<file path="config.mk">
export PLATFORM = sky130hd
export DESIGN_NAME = ins_decode
export DESIGN_NICKNAME = d
export VERILOG_FILES = /design/src/rtl/ins_decode.sv
export SDC_FILE = /design/constraint.sdc
export NUM_CORES = 1
export LEC_CHECK = 0
export ABC_CLOCK_PERIOD_IN_PS = 2009
export BUFFER_PORTS_ARGS = -buffer_cell sky130_fd_sc_hd__buf_2
export CORE_AREA = 2 2 127 129
export CTS_CLUSTER_DIAMETER = 100
export CTS_CLUSTER_SIZE = 28
export DETAILED_ROUTE_END_ITERATION = 10
export DIE_AREA = 0 0 129 131
export PLACE_DENSITY = 0.84
export SLEW_MARGIN = 20
export SYNTH_ARGS = -nofsm -noshare
export SYNTH_HDL_FRONTEND = slang
export SYNTH_SLANG_ARGS = --single-unit
</file>
<file path="constraint.sdc">
create_clock -name clk -period 2.01 [get_ports clk]
set_clock_uncertainty 0.1 [all_clocks]
set_input_delay 0.402 -clock clk [delete_from_list [all_inputs] [get_ports clk]]
set_output_delay 0.402 -clock clk [all_outputs]
set_load 0.01 [all_outputs]
</file>
<file path="src/rtl/ins_decode.sv">
// ---------------------------------------------------------------------------
// ins_decode -- single-entry instruction decode stage with register file
//
// Purpose:
//   Accepts one 16-bit instruction per cycle from fetch. It extracts
//   opcode/rd/imm, reads two source operands from an 8 x 16 register file
//   (r0 is hard-wired to zero) and holds the result for execute under a
//   valid/ready handshake. A flush discards the held and incoming
//   instruction. Register write-back is independent of the handshake and of
//   flush.
//
// Configuration:
//   IMM_SIGNED (param, default 1) : 1 sign-extends imm6, 0 zero-extends it.
//   `DEC_BYPASS_EN (macro)        : when defined, a write-back that lands on
//                                   a source register at the capture edge is
//                                   forwarded into rs1_data/rs2_data. When
//                                   undefined, the pre-write value is
//                                   captured.
//
// Ports:
//   clk       in   clock, all state updates on the rising edge
//   reset     in   asynchronous active-low reset
//   in_valid  in   fetch presents instr/pc_in
//   instr     in   [15:0] instruction word
//   pc_in     in   [15:0] PC of instr
//   in_ready  out  decode can take instr this cycle
//   out_ready in   execute accepts the held result
//   flush     in   discard held and incoming instruction
//   wb_en     in   register write-back enable
//   wb_addr   in   [2:0] write-back index (writes to r0 are dropped)
//   wb_data   in   [15:0] write-back data
//   out_valid out  decoded fields valid
//   opcode    out  [3:0]  instr[15:12]
//   rd        out  [2:0]  instr[11:9]
//   rs1_data  out  [15:0] register value of instr[8:6]
//   rs2_data  out  [15:0] register value of instr[5:3]
//   imm       out  [15:0] extended instr[5:0]
//   pc_out    out  [15:0] PC of held instruction
// ---------------------------------------------------------------------------
module ins_decode #(
  parameter int IMM_SIGNED = 1
) (
  input  logic        clk,
  input  logic        reset,
  input  logic        in_valid,
  input  logic [15:0] instr,
  input  logic [15:0] pc_in,
  output logic        in_ready,
  input  logic        out_ready,
  input  logic        flush,
  input  logic        wb_en,
  input  logic [2:0]  wb_addr,
  input  logic [15:0] wb_data,
  output logic        out_valid,
  output logic [3:0]  opcode,
  output logic [2:0]  rd,
  output logic [15:0] rs1_data,
  output logic [15:0] rs2_data,
  output logic [15:0] imm,
  output logic [15:0] pc_out
);

  // -------------------------------------------------------------------------
  // Register file: r1..r7 are real flops. r0 has no storage and reads zero.
  // Kept in flops rather than RAM because reset must clear every entry
  // asynchronously.
  // -------------------------------------------------------------------------
  logic [15:0] rf_q [1:7];
  logic [15:0] rf_d [1:7];

  genvar gi;
  generate
    for (gi = 1; gi < 8; gi++) begin : g_rf_next
      assign rf_d[gi] = (wb_en && (wb_addr == 3'(gi))) ? wb_data : rf_q[gi];
    end
  endgenerate

  always_ff @(posedge clk or negedge reset) begin
    if (!reset) begin
      for (int i = 1; i < 8; i++) rf_q[i] <= '0;
    end else begin
      for (int i = 1; i < 8; i++) rf_q[i] <= rf_d[i];
    end
  end

  // -------------------------------------------------------------------------
  // Source operand read (combinational, sampled into the output regs at the
  // capture edge).
  // -------------------------------------------------------------------------
  logic [2:0]  rs1_idx;
  logic [2:0]  rs2_idx;
  logic [15:0] rs1_raw;
  logic [15:0] rs2_raw;
  logic [15:0] rs1_sel;
  logic [15:0] rs2_sel;

  assign rs1_idx = instr[8:6];
  assign rs2_idx = instr[5:3];

  always_comb begin
    rs1_raw = '0;
    rs2_raw = '0;
    for (int i = 1; i < 8; i++) begin
      if (rs1_idx == 3'(i)) rs1_raw = rf_q[i];
      if (rs2_idx == 3'(i)) rs2_raw = rf_q[i];
    end
  end

`ifdef DEC_BYPASS_EN
  // Forward a same-edge write so the captured operand is the newest value.
  // r0 is excluded: its write is dropped, so it must still read zero.
  logic wb_hit1;
  logic wb_hit2;
  assign wb_hit1 = wb_en && (wb_addr != 3'd0) && (wb_addr == rs1_idx);
  assign wb_hit2 = wb_en && (wb_addr != 3'd0) && (wb_addr == rs2_idx);
  assign rs1_sel = wb_hit1 ? wb_data : rs1_raw;
  assign rs2_sel = wb_hit2 ? wb_data : rs2_raw;
`else
  assign rs1_sel = rs1_raw;
  assign rs2_sel = rs2_raw;
`endif

  // -------------------------------------------------------------------------
  // Immediate extension
  // -------------------------------------------------------------------------
  logic [15:0] imm_ext;
  assign imm_ext = (IMM_SIGNED != 0) ? {{10{instr[5]}}, instr[5:0]}
                                     : {10'd0, instr[5:0]};

  // -------------------------------------------------------------------------
  // Handshake and output stage
  // -------------------------------------------------------------------------
  logic        out_valid_q, out_valid_d;
  logic [3:0]  opcode_q,    opcode_d;
  logic [2:0]  rd_q,        rd_d;
  logic [15:0] rs1_q,       rs1_d;
  logic [15:0] rs2_q,       rs2_d;
  logic [15:0] imm_q,       imm_d;
  logic [15:0] pc_q,        pc_d;
  logic        capture;

  assign in_ready = !out_valid_q || out_ready;
  assign capture  = in_valid && in_ready && !flush;

  always_comb begin
    out_valid_d = out_valid_q;
    opcode_d    = opcode_q;
    rd_d        = rd_q;
    rs1_d       = rs1_q;
    rs2_d       = rs2_q;
    imm_d       = imm_q;
    pc_d        = pc_q;

    if (flush) begin
      // Flush wins over capture and drain. The data fields keep their last
      // values because nothing downstream looks at them while invalid.
      out_valid_d = 1'b0;
    end else if (capture) begin
      out_valid_d = 1'b1;
      opcode_d    = instr[15:12];
      rd_d        = instr[11:9];
      rs1_d       = rs1_sel;
      rs2_d       = rs2_sel;
      imm_d       = imm_ext;
      pc_d        = pc_in;
    end else if (out_ready) begin
      // Held result consumed with nothing new behind it.
      out_valid_d = 1'b0;
    end
  end

  always_ff @(posedge clk or negedge reset) begin
    if (!reset) begin
      out_valid_q <= 1'b0;
      opcode_q    <= '0;
      rd_q        <= '0;
      rs1_q       <= '0;
      rs2_q       <= '0;
      imm_q       <= '0;
      pc_q        <= '0;
    end else begin
      out_valid_q <= out_valid_d;
      opcode_q    <= opcode_d;
      rd_q        <= rd_d;
      rs1_q       <= rs1_d;
      rs2_q       <= rs2_d;
      imm_q       <= imm_d;
      pc_q        <= pc_d;
    end
  end

  assign out_valid = out_valid_q;
  assign opcode    = opcode_q;
  assign rd        = rd_q;
  assign rs1_data  = rs1_q;
  assign rs2_data  = rs2_q;
  assign imm       = imm_q;
  assign pc_out    = pc_q;

endmodule

</file>
==> flow_metrics.py <==
metrics = {
    "finish": {
        "nFillCells": 1122,
        "final_area_um2": 10490,
        "nets": 981,
        "syn_to_final_growth_pct": 19.73,
        "layout-drive-gt1-share": 0.3810,
    },
    "clock_tree": {
        "post-cts-setup-buffers": 0,
        "cts-root-buf": "clkbuf_16",
        "clock_latency_ns": 0.44,
        "cts_tree": "done",
        "cts_inserted_buffers": 17,
        "cts.clk_slew.worst_paths_ns": 0.07,
        "cts-resized-gates": 0,
        "cts.sinks": 174,
        "htree_levels": 4,
        "clk_path_buf_depth": 2,
    },
    "sta": {
        "finalCritPeriodShare": 0.8568,
        "hold_viol_final": 0,
        "fin_ws_ns": 0.2879,
        "slew_headroom": 0.6594,
        "whs_ns": 0.04824,
        "fin_tns_setup_ns": 0,
        "min_period_ns": 1.722,
        "finalSetupViolations": 0,
        "maxSlewViolCount": 0,
        "tightest_slew_ns": 0.5109,
        "rsz0062_at_grt": "false",
        "max_freq_ghz": 0.5807,
    },
    "setup_path": {
        "critPathLaunchType": "flop",
        "critPathTopFamily": "compound AO/OA/AOI/OAI gates",
        "cp-startpoint": "out_valid",
        "worst_ep_arrival_time_ns": 1.93,
        "path_class": "reg2reg",
        "crit_end": "rs1_data[2]",
        "crit_chain": "nor2b_4 > inv_1 > nand3b_1 > buf_12 > a311oi_1 > a211oi_1",
        "critical_path_depth": 6,
        "r2r_setup_slack_ns": 0.29,
        "slowest_delay_ns": 0.37,
        "critPathMaxFanout": 56,
        "r2r-start": "out_valid",
        "endpoint_kind": "flop",
        "rr_endpoint": "rs1_data[2]",
        "cp_num_buf_inv": 2,
        "reg2regPathDepth": 6,
        "worstPathRequired_ns": 2.21,
        "cpMaxStageDelayCell": "dfrtp_1",
    },
    "floorplanning": {
        "die_area_um2": 16900,
        "die_h_um": 131,
        "die-width_um": 129,
        "ios": 130,
        "rows": 46,
        "core_area_um2": 15600,
        "initial_core_util": 0.5618,
    },
    "place": {
        "port-buffer-count": 129,
        "dpl-instance-area_um2": 9858,
        "pre_cts_ws_ns": 0.1289,
        "dpl.hpwl_mm": 15.18,
        "gp_congestion": 0.8860,
    },
    "grt": {
        "grt_pass1_wl_mm": 36.75,
        "grt_max_degree": 57,
        "track_usage": 0.2888,
        "antenna_found_initial": 1,
        "grt_pass1_vias": 6809,
        "grt.overflow.total": 0,
    },
    "yosys": {
        "synth_top_cell_by_area": "dfrtp_1",
        "ys_types": 48,
        "syn_area_um2": 8763,
        "synth_flop_cell": "dfrtp_1",
        "yosys_warnings": 0,
        "synth-async-reset-ratio": 1.000,
        "postSynthAreaPerCell_um2": 10.95,
        "synthCells": 800,
        "ys_ff_latch": 174,
        "syn_nets": 857,
        "synth_edf_count": 0,
        "ys_seq_area_frac": 0.4969,
        "yosys-top-cells-area": "dfrtp_1 50%, mux2_2 15%, nand2_1 4.5%",
        "synth_top_area_frac": 0.4969,
    },
    "route": {
        "ant_nets": 0,
        "routedWlPerCell_um": 20.71,
        "route.vias.total": 7141,
        "drtPass1Iterations": 6,
        "drtIter0Drc": 654,
        "wirelength_mm": 23.90,
        "drcViolationCount": 0,
        "vias_per_cell": 6.188,
    },
    "outcome": {
        "status": "finished clean",
    },
    "job": {
        "cap_violations": 0,
    },
    "min_path": {
        "hold_path.class": "in2reg",
        "min_path_cells": 3,
    },
    "power": {
        "p_per_area_nw_per_um2": 993.7,
        "p_leak_nw": 4.766,
        "peakVddDrop_v": 0.0006790,
    },
}
==> cell usage after synthesis (4+ instances only) <==
library cell,instances
buf_4,23
buf_1,4
mux2i_1,35
a31oi_1,23
buf_2,29
clkbuf_1,14
inv_1,5
o21ai_0,18
nor4_1,10
o2bb2ai_1,15
nor2b_1,8
dfrtp_1,174
mux2_2,115
nor3b_1,15
or2_2,11
a21oi_1,22
nor3_1,30
a211oi_1,5
nor2_1,61
nand3_1,4
mux2_4,10
nand3b_1,15
nand2_1,105
a32o_1,10
==> placed cells by master (no fill, tap or decap), types with 4 or more instances in the layout <==
| cell type | n |
|---|---|
| mux2i_1 | 35 |
| dfrtp_1 | 174 |
| buf_4 | 30 |
| nor3b_1 | 15 |
| buf_12 | 18 |
| nand3b_1 | 15 |
| o2bb2ai_1 | 15 |
| inv_1 | 5 |
| clkbuf_16 | 17 |
| a211oi_1 | 5 |
| mux2_2 | 115 |
| a21oi_1 | 22 |
| clkinv_4 | 4 |
| a31oi_1 | 23 |
| nand2_1 | 105 |
| nand3_1 | 4 |
| nor2_1 | 61 |
| nor4_1 | 10 |
| mux2_4 | 10 |
| a32o_1 | 10 |
| buf_2 | 128 |
| nor2b_1 | 8 |
| nor3_1 | 30 |
| or2_2 | 11 |
| o21ai_0 | 18 |
==> flip-flops by register name (all words and copies together), names as in the netlist <==
| register | cells |
|---|---|
| imm | 6 |
| opcode | 4 |
| out_valid | 1 |
| pc_out | 16 |
| rd | 3 |
| rf_q | 112 |
| rs1_data | 16 |
| rs2_data | 16 |
==> per-layer routing <==
| layer | part of all wire | vias up | track usage |
|---|---|---|---|
| met5 | 0.00059 | - | 0 |
| met4 | 0.044 | 2 | 0.1662 |
| met3 | 0.091 | 111 | 0.07695 |
| met2 | 0.47 | 454 | 0.4681 |
| met1 | 0.39 | 3475 | 0.3518 |
| li1 | - | 3099 | - |
==> cells by family (layout without fill, tap and decap cells) <==
family	count (synthesis)	after routing	share of synthesized area
flip-flops	174	174	0.4969
other	0	1	0
buffers and inverters	79	216	0.05040
multiplexers	163	163	0.2087
AND/OR/NAND/NOR	272	272	0.1555
AO/OA/AOI/OAI	112	112	0.08853
==> final cells by class <==
class                      count  area, µm²  share of cell area
antenna                        1      2.502           0.0002385
clock buffer                  18      439.2             0.04186
clock inverter                14      182.7             0.01741
inverter                       6      22.52            0.002146
multi-input combinational    547       3974              0.3787
sequential                   174       4354              0.4150
tap                          216      270.3             0.02576
timing repair buffer         178       1247              0.1189
==> through the flow <==
step / utilization / power [mW] / instances
final: 0.6727 / 10.43 / 1154
after detailed placement: 0.6320 / 6.958 / 1120
after global placement: 0.6320 / 6.844 / 1120
after global routing: 0.6725 / 10.86 / 1153
after CTS: 0.6725 / 10.43 / 1153
after floorplan: - / 6.093 / 800
==> power by group <==
part / switching (mW) / internal, mW
clock: 1.45 / 2.01
combinational: 1.04 / 1.11
sequential: 0.587 / 4.23
total: 3.08 / 7.35
==> worst min-delay path by stage <==
| stage | start | endpoint | slack, ns |
|---|---|---|---|
| CTS | pc_in[13] | pc_out[13] | 0.04 |
| finish | pc_in[9] | pc_out[9] | 0.05 |
| floorplan | reset | imm[0] | 0.006 |
| global route | pc_in[4] | pc_out[4] | 0.05 |
| detailed placement | reset | rf_q[15] | 0.29 |
| global placement | reset | rf_q[111] | 0.28 |
==> timing repair <==
item | CTS | global route
endpoints found under the hold margin | 46 | 0
setup endpoints to repair | 0 | 0
hold buffers | 1 | 0
==> worst register-to-register path: stages, from the launching register on <==
cell	delay, ns
dfrtp_1	0.37
nor2b_4	0.14
inv_1	0.07
nand3b_1	0.14
buf_12	0.23
a311oi_1	0.40
a211oi_1	0.15
Power figures use the tool's default switching activity.
